**config.mk**
```make
export PLATFORM = sky130hd
export DESIGN_NAME = io_responder
export DESIGN_NICKNAME = d
export VERILOG_FILES = /design/src/rtl/io_map_pkg.sv /design/src/rtl/io_responder_uart_tx.sv /design/src/rtl/io_responder.sv
export SDC_FILE = /design/constraint.sdc
export NUM_CORES = 1
export LEC_CHECK = 0
export BUFFER_PORTS_ARGS = -buffer_cell sky130_fd_sc_hd__buf_2
export CORE_UTILIZATION = 55
export DETAILED_ROUTE_END_ITERATION = 6
export PLACE_DENSITY_LB_ADDON = 0.05
export SLEW_MARGIN = 40
export SYNTH_ARGS = -nofsm -noshare
export SYNTH_HDL_FRONTEND = slang
export SYNTH_HIERARCHICAL = 1
export SYNTH_SLANG_ARGS = --single-unit
```
**constraint.sdc**
```tcl
create_clock -name clk_i -period 2.3 [get_ports clk_i]
set_input_delay 0.46 -clock clk_i [delete_from_list [all_inputs] [get_ports clk_i]]
set_output_delay 0.46 -clock clk_i [all_outputs]
set_load 0.1 [all_outputs]
```
**src/rtl/io_map_pkg.sv**
```systemverilog
// ---------------------------------------------------------------------------
// io_map_pkg
//   Shared IO address map for the memory-mapped IO port. The memory stage and
//   the firmware headers take device positions from here, so the decode in
//   io_responder and software stay in step.
//
//   Contents:
//     DEV_*               one-hot select bit index of each device within the
//                         word-address field (select bit k = byte addr bit 2+k)
//     IO_BASE_BIT         byte-address bit that routes an access to the IO port
//     UART_STAT_BUSY_BIT  bit position of "busy" in the UART status word
//     calc_baud_div()     clock cycles per UART bit, truncated
//     uart_state_e        transmitter FSM states
// ---------------------------------------------------------------------------
package io_map_pkg;

    localparam int NUM_DEVS      = 5;
    localparam int DEV_LEDS      = 0;
    localparam int DEV_UART_DATA = 1;
    localparam int DEV_UART_STAT = 2;
    localparam int DEV_CYC_LO    = 3;
    localparam int DEV_CYC_HI    = 4;

    // Lowest byte-address bit used for device select (word addressing).
    localparam int SEL_LSB = 2;

    localparam int IO_BASE_BIT        = 22;
    localparam int UART_STAT_BUSY_BIT = 0;

    function automatic int calc_baud_div(input int clk_freq_hz, input int baud);
        return clk_freq_hz / baud;
    endfunction

    typedef enum logic [1:0] {
        UART_IDLE  = 2'd0,
        UART_START = 2'd1,
        UART_DATA  = 2'd2,
        UART_STOP  = 2'd3
    } uart_state_e;

endpackage

```
**src/rtl/io_responder_uart_tx.sv**
```systemverilog
// ---------------------------------------------------------------------------
// uart_tx
//   8N1 transmitter, LSB first. One bit period is BAUD_DIV clock cycles, so a
//   complete frame (start + 8 data + stop) occupies 10*BAUD_DIV cycles.
//
//   Ports:
//     clk_i     core clock
//     reset_i   synchronous active-high reset; aborts any frame in flight
//     start_i   request to send data_i; only honoured while idle
//     data_i    byte to send
//     busy_o    registered, high from the cycle after an accepted start until
//               the last stop-bit cycle inclusive
//     tx_o      registered serial line, idles high
// ---------------------------------------------------------------------------
module uart_tx
    import io_map_pkg::*;
#(
    parameter int BAUD_DIV = 434
) (
    input  logic       clk_i,
    input  logic       reset_i,
    input  logic       start_i,
    input  logic [7:0] data_i,
    output logic       busy_o,
    output logic       tx_o
);

    // A one-cycle bit period still needs a 1-bit counter to exist.
    localparam int CNT_W = (BAUD_DIV > 1) ? $clog2(BAUD_DIV) : 1;
    localparam logic [CNT_W-1:0] CNT_MAX = CNT_W'(BAUD_DIV - 1);

    uart_state_e      state_q;
    logic [CNT_W-1:0] cnt_q;
    logic [7:0]       shift_q;
    logic [2:0]       bit_q;
    logic             tx_q;
    logic             busy_q;

    // Outputs are registered alongside the state so that tx and busy change
    // on exactly the same edge as the state they describe.
    always_ff @(posedge clk_i) begin
        if (reset_i) begin
            state_q <= UART_IDLE;
            cnt_q   <= '0;
            shift_q <= '0;
            bit_q   <= '0;
            tx_q    <= 1'b1;
            busy_q  <= 1'b0;
        end else begin
            case (state_q)
                UART_IDLE: begin
                    if (start_i) begin
                        state_q <= UART_START;
                        cnt_q   <= '0;
                        shift_q <= data_i;
                        tx_q    <= 1'b0;
                        busy_q  <= 1'b1;
                    end
                end
                UART_START: begin
                    if (cnt_q == CNT_MAX) begin
                        state_q <= UART_DATA;
                        cnt_q   <= '0;
                        bit_q   <= '0;
                        tx_q    <= shift_q[0];
                    end else begin
                        cnt_q <= cnt_q + 1'b1;
                    end
                end
                UART_DATA: begin
                    if (cnt_q == CNT_MAX) begin
                        cnt_q <= '0;
                        if (bit_q == 3'd7) begin
                            state_q <= UART_STOP;
                            tx_q    <= 1'b1;
                        end else begin
                            bit_q   <= bit_q + 1'b1;
                            shift_q <= {1'b0, shift_q[7:1]};
                            // Next bit is what shift_q[0] becomes after the shift.
                            tx_q    <= shift_q[1];
                        end
                    end else begin
                        cnt_q <= cnt_q + 1'b1;
                    end
                end
                UART_STOP: begin
                    if (cnt_q == CNT_MAX) begin
                        state_q <= UART_IDLE;
                        cnt_q   <= '0;
                        busy_q  <= 1'b0;
                    end else begin
                        cnt_q <= cnt_q + 1'b1;
                    end
                end
                default: begin
                    state_q <= UART_IDLE;
                    cnt_q   <= '0;
                    tx_q    <= 1'b1;
                    busy_q  <= 1'b0;
                end
            endcase
        end
    end

    assign busy_o = busy_q;
    assign tx_o   = tx_q;

endmodule

```
**src/rtl/io_responder.sv**
```systemverilog
// ---------------------------------------------------------------------------
// io_responder
//   Far end of the memory stage's IO port. Address bits [6:2] are a one-hot
//   device select (all other address bits ignored, so the map mirrors). Reads
//   are combinational; writes commit on the edge ending the strobe cycle.
//
//   Devices: LED register (RW), UART data (W), UART status (R, bit0 busy),
//            64-bit free-running cycle counter low/high words (R).
//
//   Ports:
//     clk_i          core clock
//     reset_i        synchronous active-high reset
//     IO_memAddr_i   byte address of the access
//     IO_memWData_i  store data, full word
//     IO_memWr_i     single-cycle write strobe
//     IO_memRData_o  read data for IO_memAddr_i, same cycle
//     leds_o         LED register
//     uart_tx_o      UART serial line, idles high
// ---------------------------------------------------------------------------
module io_responder
    import io_map_pkg::*;
#(
    parameter int CLK_FREQ_HZ = 50_000_000,
    parameter int BAUD        = 115200,
    parameter int NUM_LEDS    = 8
) (
    input  logic                clk_i,
    input  logic                reset_i,
    input  logic [31:0]         IO_memAddr_i,
    input  logic [31:0]         IO_memWData_i,
    input  logic                IO_memWr_i,
    output logic [31:0]         IO_memRData_o,
    output logic [NUM_LEDS-1:0] leds_o,
    output logic                uart_tx_o
);

    localparam int BAUD_DIV = calc_baud_div(CLK_FREQ_HZ, BAUD);

    logic [NUM_DEVS-1:0] sel;
    logic [NUM_LEDS-1:0] leds_q;
    logic [63:0]         cyc_q;
    logic                uart_busy;
    logic                uart_start;
    logic                unused_ok;

    assign sel = IO_memAddr_i[SEL_LSB +: NUM_DEVS];

    // Address bits outside the select field are intentionally don't-care.
    assign unused_ok = ^{IO_memAddr_i[31:SEL_LSB+NUM_DEVS], IO_memAddr_i[SEL_LSB-1:0],
                         IO_memWData_i};

    // Writes while the transmitter is busy are simply dropped.
    assign uart_start = IO_memWr_i & sel[DEV_UART_DATA] & ~uart_busy;

    always_ff @(posedge clk_i) begin
        if (reset_i) begin
            leds_q <= '0;
            cyc_q  <= '0;
        end else begin
            if (IO_memWr_i && sel[DEV_LEDS])
                leds_q <= IO_memWData_i[NUM_LEDS-1:0];
            cyc_q <= cyc_q + 64'd1;
        end
    end

    uart_tx #(
        .BAUD_DIV (BAUD_DIV)
    ) u_uart_tx (
        .clk_i   (clk_i),
        .reset_i (reset_i),
        .start_i (uart_start),
        .data_i  (IO_memWData_i[7:0]),
        .busy_o  (uart_busy),
        .tx_o    (uart_tx_o)
    );

    // Multiple select bits OR their devices together; no select reads 0.
    always_comb begin
        IO_memRData_o = '0;
        if (sel[DEV_LEDS])
            IO_memRData_o = IO_memRData_o | 32'(leds_q);
        if (sel[DEV_UART_STAT])
            IO_memRData_o[UART_STAT_BUSY_BIT] = IO_memRData_o[UART_STAT_BUSY_BIT] | uart_busy;
        if (sel[DEV_CYC_LO])
            IO_memRData_o = IO_memRData_o | cyc_q[31:0];
        if (sel[DEV_CYC_HI])
            IO_memRData_o = IO_memRData_o | cyc_q[63:32];
    end

    assign leds_o = leds_q;

endmodule

```
### Word level (Yosys, flattened, before mapping)

Index checks and enable logic that the tools add are counted.

* word-level logic and storage cells: 69
* output and inout bits: 41
* register bits after elaboration: 96
* bits of input ports: 67

* muxes and demuxes: 29
* reduce and logical (&&, ||, !) cells: 12
* bitwise operators: 6
* eq/ne operators: 11
* $add $sub $neg: 3

Operators with widths (count)
* adder 64 x 1 -> 64 bit, second input constant: 1
* two-way mux 32 bit: 2
* bitwise OR 32 bit: 2
* two-way mux 8 bit: 4
* two-way mux 9 bit: 2
* one-hot mux 9 bit (2 select lines): 1
* one-hot mux 8 bit (2 select lines): 1
* AND reduction 4 bit: 3
* two-way mux 2 bit: 5
* inequality test 2 x 1 -> 1 bit, second input constant: 5
* adder 9 x 1 -> 9 bit, second input constant: 1
* == test 9 bit, second input constant: 1
* two-way mux 3 bit: 3
* one-hot mux 2 bit (4 select lines): 1
* two-way mux 1 bit: 7
* one-hot mux 3 bit (2 select lines): 1
* nonzero test 2 bit: 3
* AND reduction 5 bit: 1
* == test 2 bit, second input constant: 2
* adder 3 x 1 -> 3 bit, second input constant: 1
* == test 3 bit, second input constant: 1
* one-hot mux 1 bit (3 select lines): 1
* AND reduction 3 bit: 1
* nonzero test 3 bit: 1
* other kinds (9): 10

### Logic depth before layout (Yosys ltp)

Gate-level depths: netlist of the first run.

* depth in word-level cells: 7
* gate-level depth with buffers: 9
* depth with buffers taken out: 6

### Modules after synthesis

The synthesis of the first run kept the hierarchy.

Modules (own cells, without submodules)
* io_responder: cells each 439, area each 3614.7 um2, sequential area each 1441.4 um2, instances 1
* uart_tx: cells each 154, area each 1353.8 um2, sequential area each 480.5 um2, instances 1

### Worst setup path after synthesis of the first run

OpenSTA, ideal clock, no wires.

* kind: reg-to-output
* from: reg leds_q[0], in the netlist leds_o[0]
* to: out IO_memRData_o[0]
* buffers on the path: 0
* path slack: -3 ps
* data required time: 1840 ps
* cell stages (with the launch flop): 3
* arrival: 1843 ps
* path through: dfxtp_1 -> a22oi_1 -> nand2_1

* word-level cells in the longest chain between the ends: 7

RTL lines
* start: declaration: line io_responder.sv:40 `logic [NUM_LEDS-1:0] leds_q;`
* start signal: assignment: line io_responder.sv:61 `leds_q <= IO_memWData_i[NUM_LEDS-1:0];`
* two-way mux 8 bit (*): line io_responder.sv:80 `if (sel[DEV_LEDS])`
* bitwise OR 1 bit: line io_responder.sv:83 `IO_memRData_o[UART_STAT_BUSY_BIT] = IO_memRData_o[UART_STAT_BUSY_BIT] | uart_busy;`
* two-way mux 1 bit (*): line io_responder.sv:82 `if (sel[DEV_UART_STAT])`
* bitwise OR 32 bit: line io_responder.sv:85 `IO_memRData_o = IO_memRData_o | cyc_q[31:0];`
* two-way mux 32 bit (*): line io_responder.sv:84 `if (sel[DEV_CYC_LO])`
* bitwise OR 32 bit: line io_responder.sv:87 `IO_memRData_o = IO_memRData_o | cyc_q[63:32];`
* two-way mux 32 bit (*): line io_responder.sv:86 `if (sel[DEV_CYC_HI])`
* end: declaration: line io_responder.sv:32 `output logic [31:0] IO_memRData_o,`

Every way passes the cells marked *; elsewhere a longest branch is shown, timed or not.

### Final worst setup path of the first run

* from: reg cyc_q[20]
* to: reg cyc_q[46]

* word-level cells in the longest chain between the ends: 1

RTL lines
* start: declaration: line io_responder.sv:41 `logic [63:0] cyc_q;`
* start signal: assignment: line io_responder.sv:62 `cyc_q <= cyc_q + 64'd1;`
* adder 64 x 1 -> 64 bit: line io_responder.sv:62

No other way between the ends.
A chain may end at the register's enable or synchronous reset.

==> flow_metrics.env, run 1 <==
export IMPL_result_of_the_run="finished clean"
export IMPL_setup_total_negative_slack_ns=0
export IMPL_synthDistinctLibCells=47
export IMPL_areaGrowthSynthToFinish_pct=25.5
export IMPL_drt_first_iter_violations=301
export IMPL_worst_slew_pin_slew_ns=0.646
export IMPL_post_dp_hpwl_mm=8.85
export IMPL_nets=736
export IMPL_clkLatencyLatePin_ns=0.36
export IMPL_detailroute_via_count=4782
export IMPL_highest_signal_layer="met4"
export IMPL_setup_worst_path_start_class="register"
export IMPL_cts_sinks=96
export IMPL_power_static_leakage_nw=2.28
export IMPL_grt_setup_unrepaired="no"
export IMPL_grt_start_max_net_pins=90
export IMPL_share_of_cell_area_taken_by_muxes_after_synthesis=0.0161
export IMPL_slew_headroom=0.569
export IMPL_synth_fa_ha_area_frac=0.0277
export IMPL_overflow=0
export IMPL_worstPathMaxFanout=10
export IMPL_syn_mean_instance_area_um2=8.38
export IMPL_grt_pass1_vias=4445
export IMPL_ys_seq_elements=96
export IMPL_ir_drop_uv=590
export IMPL_pwr_share_comb=0.272
export IMPL_io_buffers=56
export IMPL_synth_edf_count=0
export IMPL_cts_htree_levels=3
export IMPL_synthSimpleGateAreaFrac=0.265
export IMPL_synth_warnings=6
export IMPL_routed_via_density=6.22
export IMPL_achievable_frequency_mhz=463
export IMPL_wl_cell_um=16.5
export IMPL_worst_hold_path_type="input pin to register"
export IMPL_cell_rows=34
export IMPL_part_of_the_power_in_registers=0.444
export IMPL_finalWorstPathRequiredPeriod_ns=2.16
export IMPL_share_of_synthesized_registers_carrying_an_async_set_or_reset=0
export IMPL_worst_hold_slack_ns=0.365
export IMPL_crit_path_dat_ns=2.45
export IMPL_final_max_slew_viol_count=0
export IMPL_synthesis_area_mm2=0.00497
export IMPL_route_met3_wl_um=795
export IMPL_antenna_cells=0
export IMPL_cellInternalPower_mw=2.82
export IMPL_die_width_um=97.0
export IMPL_setup_violations_final=0
export IMPL_met2_routed_wirelength_mm=5.74
export IMPL_cts_hold_buf=0
export IMPL_detail_route_wirelength_met1_mm=5.92
export IMPL_number_of_cells_traversed_by_the_worst_register_to_register_path=6
export IMPL_worst_setup_path_type="register to register"
export IMPL_tritoncts="built"
export IMPL_post_route_period_util=0.938
export IMPL_post_synth_main_area_contributors="sky130_fd_sc_hd__dfxtp_1 39%, sky130_fd_sc_hd__a21oi_1 4.9%, sky130_fd_sc_hd__xor2_1 4.6%, sky130_fd_sc_hd__nor2_1 4.4%, sky130_fd_sc_hd__a22o_1 4.2%"
export IMPL_clock_tree_buffer_depth=2
export IMPL_synth_compound_area_share=0.192
export IMPL_post_route_drc_violation_count=0
export IMPL_path_clk_slew_ns=0.09
export IMPL_fp_dieArea_mm2=0.00942
export IMPL_maxCapViolCount=0
export IMPL_fin_worst_skew_ns=0.0118
export IMPL_initial_utilization=0.570
export IMPL_critical_path_required_ns=2.59
export IMPL_power_density_mw_per_mm2=680
export IMPL_netSwitchingPower_mw=1.42
export IMPL_grt_first_pass_wirelength_mm=21.5
export IMPL_ioPinCount=108
export IMPL_yosys_area_share_xor_xnor=0.0705
export IMPL_switching_share=0.335
export IMPL_totalWireLength_mm=12.7
export IMPL_drt_antenna_violating_nets=0
export IMPL_grt_usage=0.275
export IMPL_ys_seq_area_frac=0.387
export IMPL_drtPass1Iterations=6
export IMPL_hold_violations=0
export IMPL_clock_power_share=0.284
export IMPL_fillCellCount=680
export IMPL_drive_gt1_frac=0.175
export IMPL_placed_cells=751
export IMPL_synthesis_instances=593
export IMPL_crit_path_end_kind="register"
export IMPL_cell_type_with_the_highest_aggregate_area_in_the_netlist="sky130_fd_sc_hd__dfxtp_1"
export IMPL_final_weighted_congestion_in_routability_driven_placement=0.848
export IMPL_number_of_nets_in_the_synthesized_netlist=671
export IMPL_finalNonFillerCells=769
export IMPL_worstHoldPathCells=3
export IMPL_dominantRegCellSynth="sky130_fd_sc_hd__dfxtp_1"
export IMPL_cts_root_buffer_cell="sky130_fd_sc_hd__clkbuf_8"
export IMPL_die_y_um=97.0
export IMPL_cts_made_buffers=9
export IMPL_antenna_found_initial=0
export IMPL_totalPowerFinal_mw=4.24
export IMPL_post_synth_top_area_fraction=0.387
export IMPL_synth_top_family_by_area="simple AND/OR/NAND/NOR gates"
export IMPL_design_core_area_mm2=0.00872
synth_stat cells (2+ instances only):
cell type and count:
sky130_fd_sc_hd__dfxtp_1 96, sky130_fd_sc_hd__nor2_1 58, sky130_fd_sc_hd__a21oi_1 49, sky130_fd_sc_hd__nand2_1 43, sky130_fd_sc_hd__nand3_1 32, sky130_fd_sc_hd__clkbuf_1 30, sky130_fd_sc_hd__nand4_1 27, sky130_fd_sc_hd__xor2_1 26
sky130_fd_sc_hd__a22o_1 24, sky130_fd_sc_hd__or4_1 21, sky130_fd_sc_hd__o31ai_1 20, sky130_fd_sc_hd__o21ai_0 19, sky130_fd_sc_hd__inv_1 18, sky130_fd_sc_hd__xnor2_1 14, sky130_fd_sc_hd__ha_1 11, sky130_fd_sc_hd__or3_1 10
sky130_fd_sc_hd__a211oi_1 9, sky130_fd_sc_hd__and2_1 9, sky130_fd_sc_hd__and3_1 9, sky130_fd_sc_hd__mux2i_1 8, sky130_fd_sc_hd__a222oi_1 7, sky130_fd_sc_hd__and4_1 7, sky130_fd_sc_hd__nor3_1 5, sky130_fd_sc_hd__nor4_1 5
sky130_fd_sc_hd__buf_2 4, sky130_fd_sc_hd__nand2b_1 4, sky130_fd_sc_hd__nor2b_1 4, sky130_fd_sc_hd__a21oi_2 2, sky130_fd_sc_hd__a22oi_1 2, sky130_fd_sc_hd__o211ai_1 2, sky130_fd_sc_hd__o2bb2ai_1 2
power by group through the flow:
stage / Clock [mW] / Combinational [mW] / Sequential [mW]
after CTS: 1.23 / 1.15 / 1.88
after detailed placement: 0 / 1.14 / 1.92
after floorplan: 0 / 0.785 / 1.98
after global placement: 0 / 1.10 / 1.91
final: 1.20 / 1.15 / 1.88
after global routing: 1.29 / 1.25 / 1.90
per-stage QoR:
stage | util | worst slack (ns) | instance area, um^2
floorplan | - | 0.0924 | 4970
global placement | 0.685 | 0.133 | 5970
detailed placement | 0.685 | 0.0809 | 5970
CTS | 0.709 | 0.0613 | 6180
global route | 0.715 | 0.00348 | 6230
finish | 0.715 | 0.142 | 6230
worst max-delay path, stage by stage, from the launching register on:
cell and delay [ns]:
sky130_fd_sc_hd__dfxtp_1 0.42, sky130_fd_sc_hd__nand3_2 0.22, sky130_fd_sc_hd__nor4_4 0.36, sky130_fd_sc_hd__nand4_1 0.21, sky130_fd_sc_hd__buf_4 0.22, sky130_fd_sc_hd__or4_1 0.48, sky130_fd_sc_hd__a21oi_1 0.16
final timing paths:
| kind | start | endpoint | slack, ns |
|---|---|---|---|
| worst max register to register | cyc_q[20]$_SDFF_PP0_ | cyc_q[46]$_SDFF_PP0_ | 0.14 |
| worst max-delay path | cyc_q[20]$_SDFF_PP0_ | cyc_q[46]$_SDFF_PP0_ | 0.14 |
| worst min register to register | leds_o[2]$_SDFFE_PP0P_ | leds_o[2]$_SDFFE_PP0P_ | 0.48 |
| worst min-delay path | IO_memWData_i[6] | leds_o[6]$_SDFFE_PP0P_ | 0.37 |
layout by cell type (no fill, tap or decap), types with 24 or more instances in the layout:
cell type / instances
sky130_fd_sc_hd__a21oi_1: 49
sky130_fd_sc_hd__a22o_1: 24
sky130_fd_sc_hd__buf_12: 34
sky130_fd_sc_hd__buf_2: 24
sky130_fd_sc_hd__buf_4: 31
sky130_fd_sc_hd__dfxtp_1: 96
sky130_fd_sc_hd__nand2_1: 42
sky130_fd_sc_hd__nand3_1: 31
sky130_fd_sc_hd__nand4_1: 27
sky130_fd_sc_hd__nor2_1: 58
sky130_fd_sc_hd__xor2_1: 26
cells by family after synthesis:
| kind of cell | Yosys count |
|---|---|
| compound gates | 141 |
| xor+xnor | 40 |
| fa+ha+maj | 11 |
| buf+inv | 53 |
| flops | 96 |
| mux | 8 |
| simple gates | 244 |
registers in the layout, summed over array words and instances, names as in the netlist:
signal,flops
u_uart_tx/bit_q,3
u_uart_tx/state_q,2
u_uart_tx/busy_o,1
cyc_q,64
u_uart_tx/cnt_q,9
leds_o,8
u_uart_tx/shift_q,8
u_uart_tx/tx_o,1
final cells by class:
class | instances | area [um^2] | share of cell area
Clock inverter | 3 | 67.6 | 0.0108
Timing Repair Buffer | 89 | 1030 | 0.166
Sequential cell | 96 | 1920 | 0.308
Clock buffer | 11 | 141 | 0.0227
Inverter | 18 | 67.6 | 0.0108
Multi-Input combinational cell | 444 | 2870 | 0.460
Tap cell | 108 | 135 | 0.0217
layer usage:
metal / global-route usage / vias to the layer above
met5: 0 / -
met4: 0.0987 / 0
met3: 0.0462 / 18
met2: 0.424 / 165
met1: 0.388 / 2280
li1: - / 2319
timing repair:
action | 4_1_cts | 5_1_grt
resized for setup | 0 | 5
setup buffers | 0 | 4
endpoints found under the setup margin | 0 | 21
No activity file was read; power rests on OpenSTA's default activity.
==> inputs of run 2 (changes only) <==
--- a/config.mk
+++ b/config.mk
@@ -7,8 +7,10 @@
 export LEC_CHECK = 0
 export BUFFER_PORTS_ARGS = -buffer_cell sky130_fd_sc_hd__buf_2
 export CORE_UTILIZATION = 55
+export CTS_BUF_LIST = sky130_fd_sc_hd__clkbuf_4
 export DETAILED_ROUTE_END_ITERATION = 6
 export PLACE_DENSITY_LB_ADDON = 0.05
+export SETUP_SLACK_MARGIN = 0.05
 export SLEW_MARGIN = 40
 export SYNTH_ARGS = -nofsm -noshare
 export SYNTH_HDL_FRONTEND = slang
==> constraint.sdc (replaced) <==
create_clock -name clk_i -period 2.65 [get_ports clk_i]
set_input_delay 0.53 -clock clk_i [delete_from_list [all_inputs] [get_ports clk_i]]
set_output_delay 0.53 -clock clk_i [all_outputs]
set_load 0.1 [all_outputs]
==> flow_metrics.env, run 2 (synthesized netlist as in run 1, its figures left out) <==
export IMPL_result_of_the_run="finished clean"
export IMPL_die_width_um=97.0
export IMPL_crit_path_dat_ns=2.77
export IMPL_cell_rows=34
export IMPL_setup_violations_final=0
export IMPL_worst_hold_slack_ns=0.337
export IMPL_cts_post_setup_buffers_inserted=0
export IMPL_ir_drop_uv=507
export IMPL_cts_hold_buf=0
export IMPL_worst_setup_path_type="register to register"
export IMPL_post_route_drc_violation_count=0
export IMPL_cts_made_buffers=9
export IMPL_initial_utilization=0.570
export IMPL_drt_antenna_violating_nets=0
export IMPL_totalWireLength_mm=11.9
export IMPL_min_from="IO_memWData_i[6]"
export IMPL_grt_first_pass_wirelength_mm=20.4
export IMPL_nets=720
export IMPL_antenna_cells=0
export IMPL_reg_top3="cyc_q x64, u_uart_tx/cnt_q x9"
export IMPL_tritoncts="built"
export IMPL_overflow=0
export IMPL_regToRegSetupSlack_ns=0.26
export IMPL_post_dp_hpwl_mm=8.38
export IMPL_critPathSlowestCell="sky130_fd_sc_hd__nor4_4"
export IMPL_clkLatencyLatePin_ns=0.45
export IMPL_worst_slew_pin_slew_ns=0.550
export IMPL_timing_critical_path_slowest_cell_delay_ns=0.51
export IMPL_slew_headroom=0.632
export IMPL_setup_total_negative_slack_ns=0
export IMPL_fp_dieArea_mm2=0.00942
export IMPL_routed_via_density=6.08
export IMPL_drt_first_iter_violations=318
export IMPL_cts_root_buffer_cell="sky130_fd_sc_hd__clkbuf_4"
export IMPL_worstReg2RegStart="cyc_q[18]$_SDFF_PP0_"
export IMPL_crit_path_end_kind="register"
export IMPL_maxCapViolCount=0
export IMPL_hold_violations=0
export IMPL_grt_setup_unrepaired="no"
export IMPL_most_common_layout_cells="96 x sky130_fd_sc_hd__dfxtp_1, 58 x sky130_fd_sc_hd__nor2_1, 56 x sky130_fd_sc_hd__buf_2, 49 x sky130_fd_sc_hd__a21oi_1, 43 x sky130_fd_sc_hd__nand2_1"
export IMPL_setup_worst_path_start_class="register"
export IMPL_timing_critical_path_cells="nand3_1, nor4_4, nand4_1, buf_4, or4_1, a21oi_1"
export IMPL_cts_sinks=96
export IMPL_commonest_non_fill_non_tap_cell_in_the_layout="sky130_fd_sc_hd__dfxtp_1"
export IMPL_areaGrowthSynthToFinish_pct=11.3
export IMPL_cp_startpoint="cyc_q[18]$_SDFF_PP0_"
export IMPL_drtPass1Iterations=7
export IMPL_number_of_cells_traversed_by_the_worst_register_to_register_path=6
export IMPL_antenna_found_initial=0
export IMPL_finalWorstPathRequiredPeriod_ns=2.39
export IMPL_die_y_um=97.0
export IMPL_path_clk_slew_ns=0.14
export IMPL_power_static_leakage_nw=2.08
export IMPL_worst_hold_path_type="input pin to register"
export IMPL_cts_htree_levels=3
export IMPL_grt_usage=0.263
export IMPL_layout_core_utilization=0.634
export IMPL_final_weighted_congestion_in_routability_driven_placement=0.845
export IMPL_achievable_frequency_mhz=418
export IMPL_drive_gt1_frac=0.142
export IMPL_clock_tree_buffer_depth=2
export IMPL_largest_register_ff_count=64
export IMPL_crit_reg2reg_capture="cyc_q[61]$_SDFF_PP0_"
export IMPL_ioPinCount=108
export IMPL_critical_path_required_ns=3.02
export IMPL_wl_cell_um=15.8
export IMPL_max_flop_register="cyc_q"
export IMPL_post_route_period_util=0.903
export IMPL_detailroute_via_count=4587
export IMPL_worstHoldPathCells=3
export IMPL_design_core_area_mm2=0.00872
export IMPL_grt_start_max_net_pins=70
export IMPL_power_density_mw_per_mm2=620
export IMPL_worstHoldEndpoint="leds_o[6]$_SDFFE_PP0P_"
export IMPL_worstPathMaxFanout=16
export IMPL_placed_cells=739
export IMPL_fillCellCount=771
export IMPL_io_buffers=56
export IMPL_totalPowerFinal_mw=3.43
export IMPL_grt_pass1_vias=4171
export IMPL_finalNonFillerCells=754
export IMPL_cts_resized_gates=0
export IMPL_final_max_slew_viol_count=0
export IMPL_fin_worst_skew_ns=0.0207
[run 2: cell types whose count changed in the layout (fill, tap and decap cells not counted), moves of 4 or more]
cell,delta
sky130_fd_sc_hd__clkinv_1,+4
sky130_fd_sc_hd__clkbuf_8,-10
sky130_fd_sc_hd__clkbuf_4,+9
sky130_fd_sc_hd__buf_4,-15
sky130_fd_sc_hd__buf_2,+32
sky130_fd_sc_hd__buf_12,-33
[run 2: cell type report]
cell class	instances	area, um^2	share of cell area
multi-input cells	444	2840	0.514
inverters	18	67.6	0.0122
clock buffers	9	67.6	0.0122
well taps	108	135	0.0244
flip-flops and latches	96	1920	0.348
repair buffers	73	420	0.0760
clock inverters	6	75.1	0.0136
[run 2: worst max path at each step]
| stage | depth (start not counted) | endpoint | slack [ns] |
|---|---|---|---|
| after floorplan | 4 | IO_memRData_o[0] | 0.26 |
| after global placement | 6 | cyc_q[63]$_SDFF_PP0_ | 0.38 |
| after detailed placement | 6 | cyc_q[51]$_SDFF_PP0_ | 0.33 |
| after CTS | 6 | cyc_q[61]$_SDFF_PP0_ | 0.29 |
| after global routing | 6 | cyc_q[61]$_SDFF_PP0_ | 0.08 |
| final | 6 | cyc_q[61]$_SDFF_PP0_ | 0.26 |
[run 2: metal layers]
metal | up-vias | track usage | share of wire
li1 | 2288 | - | -
met1 | 2164 | 0.386 | 0.50
met2 | 125 | 0.396 | 0.44
met3 | 10 | 0.0470 | 0.056
met4 | 0 | 0.0654 | 0.0084
met5 | - | 0 | 0
[run 2: power breakdown]
part           total [mW]  internal (mW)  switching (mW)
clock network       0.846          0.367           0.480
registers            1.63           1.55          0.0841
logic               0.948          0.311           0.637
[run 2: worst max-delay path, delay by kind of cell (launching register included)]
kind            cells  cell delay [ns]
flops               1             0.45
compound gates      1             0.15
simple gates        4             1.48
buf+inv             1             0.24
[run 2: metrics by stage]
step	area (um^2)	setup slack [ns]
2_1_floorplan	4970	0.257
3_3_place_gp	5390	0.380
3_5_place_dp	5390	0.328
4_1_cts	5530	0.293
5_1_grt	5530	0.0834
6_report	5530	0.257
